**config.mk**
```make
export PLATFORM = sky130hd
export DESIGN_NAME = mem_port_arbiter_flat
export DESIGN_NICKNAME = d
export VERILOG_FILES = /design/src/rtl/mem_port_arbiter_if.sv /design/src/rtl/mem_port_arbiter.sv /design/src/flat_wrapper.sv
export SDC_FILE = /design/constraint.sdc
export NUM_CORES = 1
export LEC_CHECK = 0
export BUFFER_PORTS_ARGS = -buffer_cell sky130_fd_sc_hd__clkbuf_2
export CORE_UTILIZATION = 50
export DETAILED_ROUTE_END_ITERATION = 8
export GPL_ROUTABILITY_DRIVEN = 0
export PLACE_DENSITY = 0.88
export SLEW_MARGIN = 15
export SYNTH_ARGS = -nofsm -noshare
export SYNTH_HDL_FRONTEND = slang
export SYNTH_SLANG_ARGS = --single-unit
```
**constraint.sdc**
```tcl
create_clock -name clk -period 6.2 [get_ports clk]
set_clock_uncertainty 0.15 [all_clocks]
set_input_delay 0.31 -clock clk [delete_from_list [all_inputs] [get_ports clk]]
set_output_delay 0.31 -clock clk [all_outputs]
set_load 0.01 [all_outputs]
```
**src/rtl/mem_port_arbiter_if.sv**
```systemverilog
// Bundle of fetch-port, data-port and memory-side signals for mem_port_arbiter.
// master = CPU/memory environment side, slave = the arbiter.
interface mem_port_arbiter_if #(
    parameter int ADDR_W = 32,
    parameter int DATA_W = 32
);
    logic              if_req;
    logic [ADDR_W-1:0] if_addr;
    logic              if_ack;
    logic [DATA_W-1:0] if_rdata;
    logic              d_req;
    logic              d_we;
    logic [ADDR_W-1:0] d_addr;
    logic [DATA_W-1:0] d_wdata;
    logic              d_ack;
    logic [DATA_W-1:0] d_rdata;
    logic [ADDR_W-1:0] mem_addr;
    logic              mem_read_en;
    logic              mem_write_en;
    logic [DATA_W-1:0] mem_wdata;
    logic [DATA_W-1:0] mem_rdata;
    logic              busy;
    logic              owner;

    modport master (
        output if_req, if_addr, d_req, d_we, d_addr, d_wdata, mem_rdata,
        input  if_ack, if_rdata, d_ack, d_rdata, mem_addr, mem_read_en,
               mem_write_en, mem_wdata, busy, owner
    );

    modport slave (
        input  if_req, if_addr, d_req, d_we, d_addr, d_wdata, mem_rdata,
        output if_ack, if_rdata, d_ack, d_rdata, mem_addr, mem_read_en,
               mem_write_en, mem_wdata, busy, owner
    );
endinterface

```
**src/rtl/mem_port_arbiter.sv**
```systemverilog
// Shares one single-ported memory between fetch and data requesters, one transaction at a time.
// Define RR_FAIR_EN to alternate grants when both ports contend; default is data-over-fetch.
module mem_port_arbiter #(
    parameter int ADDR_W      = 32,
    parameter int DATA_W      = 32,
    parameter int MEM_LATENCY = 2
) (
    input  logic               clk,
    input  logic               rst,
    mem_port_arbiter_if.slave  bus
);
    localparam logic [1:0] IDLE = 2'd0;
    localparam logic [1:0] BUSY = 2'd1;
    localparam logic [1:0] DONE = 2'd2;
    localparam logic [3:0] CNT_INIT = 4'(MEM_LATENCY - 1);

    logic [1:0]        state;
    logic [3:0]        cnt;
    logic              owner_q;
    logic              lat_we;
    logic [ADDR_W-1:0] lat_addr;
    logic [DATA_W-1:0] lat_wdata;
    logic [DATA_W-1:0] if_rdata_q;
    logic [DATA_W-1:0] d_rdata_q;
    logic              any_req;
    logic              grant_d;
    logic              in_busy;

    always_comb begin
        any_req = bus.if_req | bus.d_req;
`ifdef RR_FAIR_EN
        // Contention goes to the port that did not own the last grant.
        grant_d = (bus.if_req && bus.d_req) ? ~owner_q : bus.d_req;
`else
        grant_d = bus.d_req;
`endif
    end

    always_ff @(posedge clk) begin
        if (rst) begin
            state      <= IDLE;
            cnt        <= '0;
            owner_q    <= 1'b0;
            lat_we     <= 1'b0;
            lat_addr   <= '0;
            lat_wdata  <= '0;
            if_rdata_q <= '0;
            d_rdata_q  <= '0;
        end else begin
            case (state)
                IDLE: if (any_req) begin
                    owner_q   <= grant_d;
                    lat_addr  <= grant_d ? bus.d_addr : bus.if_addr;
                    lat_we    <= grant_d & bus.d_we;
                    lat_wdata <= grant_d ? bus.d_wdata : '0;
                    cnt       <= CNT_INIT;
                    state     <= BUSY;
                end
                BUSY: begin
                    // Writes also occupy the full latency window so timing is uniform.
                    if (cnt == 4'd0) begin
                        if (!lat_we) begin
                            if (owner_q) d_rdata_q  <= bus.mem_rdata;
                            else         if_rdata_q <= bus.mem_rdata;
                        end
                        state <= DONE;
                    end else begin
                        cnt <= cnt - 4'd1;
                    end
                end
                DONE:    state <= IDLE;
                default: state <= IDLE;
            endcase
        end
    end

    assign in_busy          = (state == BUSY);
    assign bus.mem_addr     = in_busy ? lat_addr  : '0;
    assign bus.mem_wdata    = in_busy ? lat_wdata : '0;
    assign bus.mem_read_en  = in_busy & ~lat_we;
    // Single write strobe on the first BUSY cycle only.
    assign bus.mem_write_en = in_busy & lat_we & (cnt == CNT_INIT);
    assign bus.if_ack       = (state == DONE) & ~owner_q;
    assign bus.d_ack        = (state == DONE) &  owner_q;
    assign bus.busy         = (state != IDLE);
    assign bus.owner        = owner_q;
    assign bus.if_rdata     = if_rdata_q;
    assign bus.d_rdata      = d_rdata_q;
endmodule

```
**src/flat_wrapper.sv**
```systemverilog
// flat-port wrapper written by rule: the top's interface ports become plain ports
module mem_port_arbiter_flat 
#(
    parameter int ADDR_W      = 32,
    parameter int DATA_W      = 32,
    parameter int MEM_LATENCY = 2
)
  (clk, rst, bus_if_req, bus_if_addr, bus_d_req, bus_d_we, bus_d_addr, bus_d_wdata, bus_mem_rdata, bus_if_ack, bus_if_rdata, bus_d_ack, bus_d_rdata, bus_mem_addr, bus_mem_read_en, bus_mem_write_en, bus_mem_wdata, bus_busy, bus_owner);
  mem_port_arbiter_if #(.ADDR_W(ADDR_W), .DATA_W(DATA_W)) bus_i ();
  input  logic clk;
  input  logic rst;
  input wire logic [$bits(bus_i.if_req)-1:0] bus_if_req;
  input wire logic [$bits(bus_i.if_addr)-1:0] bus_if_addr;
  input wire logic [$bits(bus_i.d_req)-1:0] bus_d_req;
  input wire logic [$bits(bus_i.d_we)-1:0] bus_d_we;
  input wire logic [$bits(bus_i.d_addr)-1:0] bus_d_addr;
  input wire logic [$bits(bus_i.d_wdata)-1:0] bus_d_wdata;
  input wire logic [$bits(bus_i.mem_rdata)-1:0] bus_mem_rdata;
  output wire logic [$bits(bus_i.if_ack)-1:0] bus_if_ack;
  output wire logic [$bits(bus_i.if_rdata)-1:0] bus_if_rdata;
  output wire logic [$bits(bus_i.d_ack)-1:0] bus_d_ack;
  output wire logic [$bits(bus_i.d_rdata)-1:0] bus_d_rdata;
  output wire logic [$bits(bus_i.mem_addr)-1:0] bus_mem_addr;
  output wire logic [$bits(bus_i.mem_read_en)-1:0] bus_mem_read_en;
  output wire logic [$bits(bus_i.mem_write_en)-1:0] bus_mem_write_en;
  output wire logic [$bits(bus_i.mem_wdata)-1:0] bus_mem_wdata;
  output wire logic [$bits(bus_i.busy)-1:0] bus_busy;
  output wire logic [$bits(bus_i.owner)-1:0] bus_owner;
  assign bus_i.if_req = bus_if_req;
  assign bus_i.if_addr = bus_if_addr;
  assign bus_i.d_req = bus_d_req;
  assign bus_i.d_we = bus_d_we;
  assign bus_i.d_addr = bus_d_addr;
  assign bus_i.d_wdata = bus_d_wdata;
  assign bus_i.mem_rdata = bus_mem_rdata;
  assign bus_if_ack = bus_i.if_ack;
  assign bus_if_rdata = bus_i.if_rdata;
  assign bus_d_ack = bus_i.d_ack;
  assign bus_d_rdata = bus_i.d_rdata;
  assign bus_mem_addr = bus_i.mem_addr;
  assign bus_mem_read_en = bus_i.mem_read_en;
  assign bus_mem_write_en = bus_i.mem_write_en;
  assign bus_mem_wdata = bus_i.mem_wdata;
  assign bus_busy = bus_i.busy;
  assign bus_owner = bus_i.owner;
  mem_port_arbiter #(.ADDR_W(ADDR_W), .DATA_W(DATA_W), .MEM_LATENCY(MEM_LATENCY)) u_core (.clk(clk), .rst(rst), .bus(bus_i));
endmodule
```
==> flow_summary.json <==
{
  "syn_area_per_cell_um2": 9.77,
  "fmax_mhz": 404,
  "fill_cells": 762,
  "pwr-share-seq": 0.402,
  "first_pass_iters": 7,
  "stdcell_count": 1028,
  "pwr-share-clk": 0.432,
  "io_pins": 267,
  "r2r_end": "u_core.bus.d_rdata[29]",
  "wire_per_inst_um": 15.7,
  "setup_viol": 0,
  "worstPathArrival_ps": 2020,
  "portBuffers": 266,
  "area_delta_synth_final_pct": 44.0,
  "cts_buffers": 17,
  "nNetsFinal": 1011,
  "drt_iter0_markers": 397,
  "via_per_inst": 5.21,
  "post_cts_buffers": 0,
  "path_class": "flop to output pin",
  "cts_sinks": 136,
  "worst_pin_slew_ps": 1090,
  "htreeDepth": 4,
  "dr_total_vias": 5359,
  "dp_cells": 944,
  "ys_async_sr_fraction": 0,
  "n_antenna_cell": 0,
  "cts_tree": "done",
  "post-route-min-period_ps": 2480,
  "grt_pass1_vias": 5148,
  "crit_path_end": "bus_mem_wdata[24]",
  "timing.slew.headroom": 0.271,
  "grt_usage": 0.266,
  "synth_edf_count": 0,
  "ys_types": 40,
  "rows": 38,
  "cts_root_buffer": "clkbuf_16",
  "die_h_um": 109,
  "ys_seq_elements": 136,
  "final_max_slew_viol_count": 0,
  "cp-start-kind": "flop",
  "overflow": 0,
  "p_switching_uw": 652,
  "ys_warn_count": 0,
  "comb_power_share": 0.167,
  "power.density_nw_per_um2": 300,
  "start_util": 0.520,
  "status": "finished, final reports clean",
  "totalWireLength_um": 16200,
  "vdd_drop_max_uv": 197,
  "grt_max_degree": 99,
  "startpoint": "u_core.state[0]",
  "swShare": 0.265,
  "drc": 0,
  "grt_busiest_layer": "met2",
  "ys_dominant_reg_cell": "dfxtp_1",
  "hpwl_um": 9770,
  "rsz0062_at_grt": "no",
  "hold_path.class": "primary input to flop",
  "reg2reg_slack_ps": 3740,
  "final_antenna_net_count": 0,
  "grtUsageMet1": 0.289,
  "grt_use_met2": 0.473,
  "final_common_cell": "clkbuf_2",
  "fin_crit_sh": 0.399,
  "timing.rr.start": "u_core.cnt[0]",
  "dieArea_um2": 11800,
  "grt_antenna_before_repair": 0,
  "yosysSeqAreaShare": 0.479,
  "fin_setup_tns_ps": 0,
  "met3_usage": 0.0675,
  "syn_area_um2": 5680,
  "critPathRequiredTime_ps": 5740,
  "synth_nets": 718,
  "dieWidth_um": 109,
  "grt_pass1_wl_um": 24100,
  "hold_viol": 0,
  "drv_cap": 0,
  "p_leak_uw": 0.00405,
  "clock_latency_ps": 400,
  "cts_buffer_depth": 2,
  "path_clk_slew_ps": 60,
  "rr_worst_depth": 5,
  "final_cell_mix": "clkbuf_2, dfxtp_1, nand2_1, mux2i_1, and2_1",
  "intPower_uw": 1810,
  "setup.worst_path.end_class": "output pin",
  "syn_inst": 582,
  "layout-drive-gt1-share": 0.356,
  "path_max_fanout": 35,
  "core_um2": 10900
}
## critical path, stage by stage, from the launching register on
cell	delay, ps
dfxtp_1	420
nor2b_4	640
buf_16	240
and2_1	160
clkbuf_2	140
## registers in the layout (all words and copies together) (netlist names)
| signal | count |
|---|---|
| u_core.bus.d_rdata | 32 |
| u_core.bus.if_rdata | 32 |
| u_core.bus.owner | 1 |
| u_core.cnt | 4 |
| u_core.lat_addr | 32 |
| u_core.lat_wdata | 32 |
| u_core.lat_we | 1 |
| u_core.state | 2 |
## final cells by class
type	instances	area, um2	area share
tap	140	175	0.0214
inverter	5	18.8	0.00229
sequential	136	2720	0.333
multi-input combinational	391	2720	0.332
clock inverter	12	164	0.0200
timing repair buffer	324	1920	0.234
clock buffer	20	467	0.0570
## power by group through the flow
stage          sequential (uW)  combinational (uW)  clock (uW)
6_report                   987                 410        1060
5_1_grt                    995                 445        1110
4_1_cts                    985                 397        1060
3_5_place_dp              1000                 369           0
3_3_place_gp              1000                 364           0
2_1_floorplan             1000                 235           0
## synth_stat cells (all sizes together), types with 2 or more instances
cell type,instances,area [um2]
dfxtp,136,2720
mux2i,96,961
nand2,96,360
and2,64,400
a21oi,35,186
a22o,33,289
a211oi,32,240
clkbuf,26,97.6
buf,24,143
inv,5,18.8
nor2,5,18.8
ha,3,37.5
nor3,2,10.0
nor3b,2,15.0
nor4,2,27.5
or3,2,12.5
or4,2,15.0
## metrics by stage
step                hold WS [ps]  cell area, um2  worst slack, ps  total power [uW]  utilization
floorplan                    285            5680             4230              1240            -
global placement             292            7010             3040              1360        0.641
detailed placement           300            7010             3040              1370        0.641
CTS                         1.18            8150             3460              2450        0.745
global route                7.69            8190             3540              2550        0.749
finish                      13.7            8190             3720              2460        0.749
## how the worst min path moves through the flow
stage	cells past startpoint	start	slack [ps]	end
finish	3	bus_mem_rdata[9]	10	u_core.bus.if_rdata[9]
global route	3	bus_mem_rdata[22]	8	u_core.bus.d_rdata[22]
CTS	3	bus_mem_rdata[16]	1	u_core.bus.d_rdata[16]
detailed placement	2	u_core.bus.if_rdata[16]	300	u_core.bus.if_rdata[16]
global placement	2	u_core.bus.d_rdata[30]	290	u_core.bus.d_rdata[30]
floorplan	1	bus_d_wdata[24]	290	u_core.lat_wdata[24]
## cell families (layout without fill, tap and decap cells)
family | count (synthesis) | after routing | synth area share
AO/OA/AOI/OAI | 108 | 108 | 0.137
adder cells (fa/ha/maj) | 3 | 3 | 0.00660
buffers and inverters | 55 | 361 | 0.0456
flip-flops | 136 | 136 | 0.479
multiplexers | 96 | 96 | 0.169
AND/OR/NAND/NOR | 184 | 184 | 0.163
## layer usage
metal  vias to the layer above  routed length [um]
li1                       2623                   -
met1                      2474                6410
met2                       222                8370
met3                        40                 896
met4                         0                 507
met5                         -                   0
## timing repair
action                    4_1_cts  5_1_grt
resized for setup               0        0
hold endpoints to repair       60        0
hold buffers                   50        0
No activity file was read; power rests on OpenSTA's default activity.
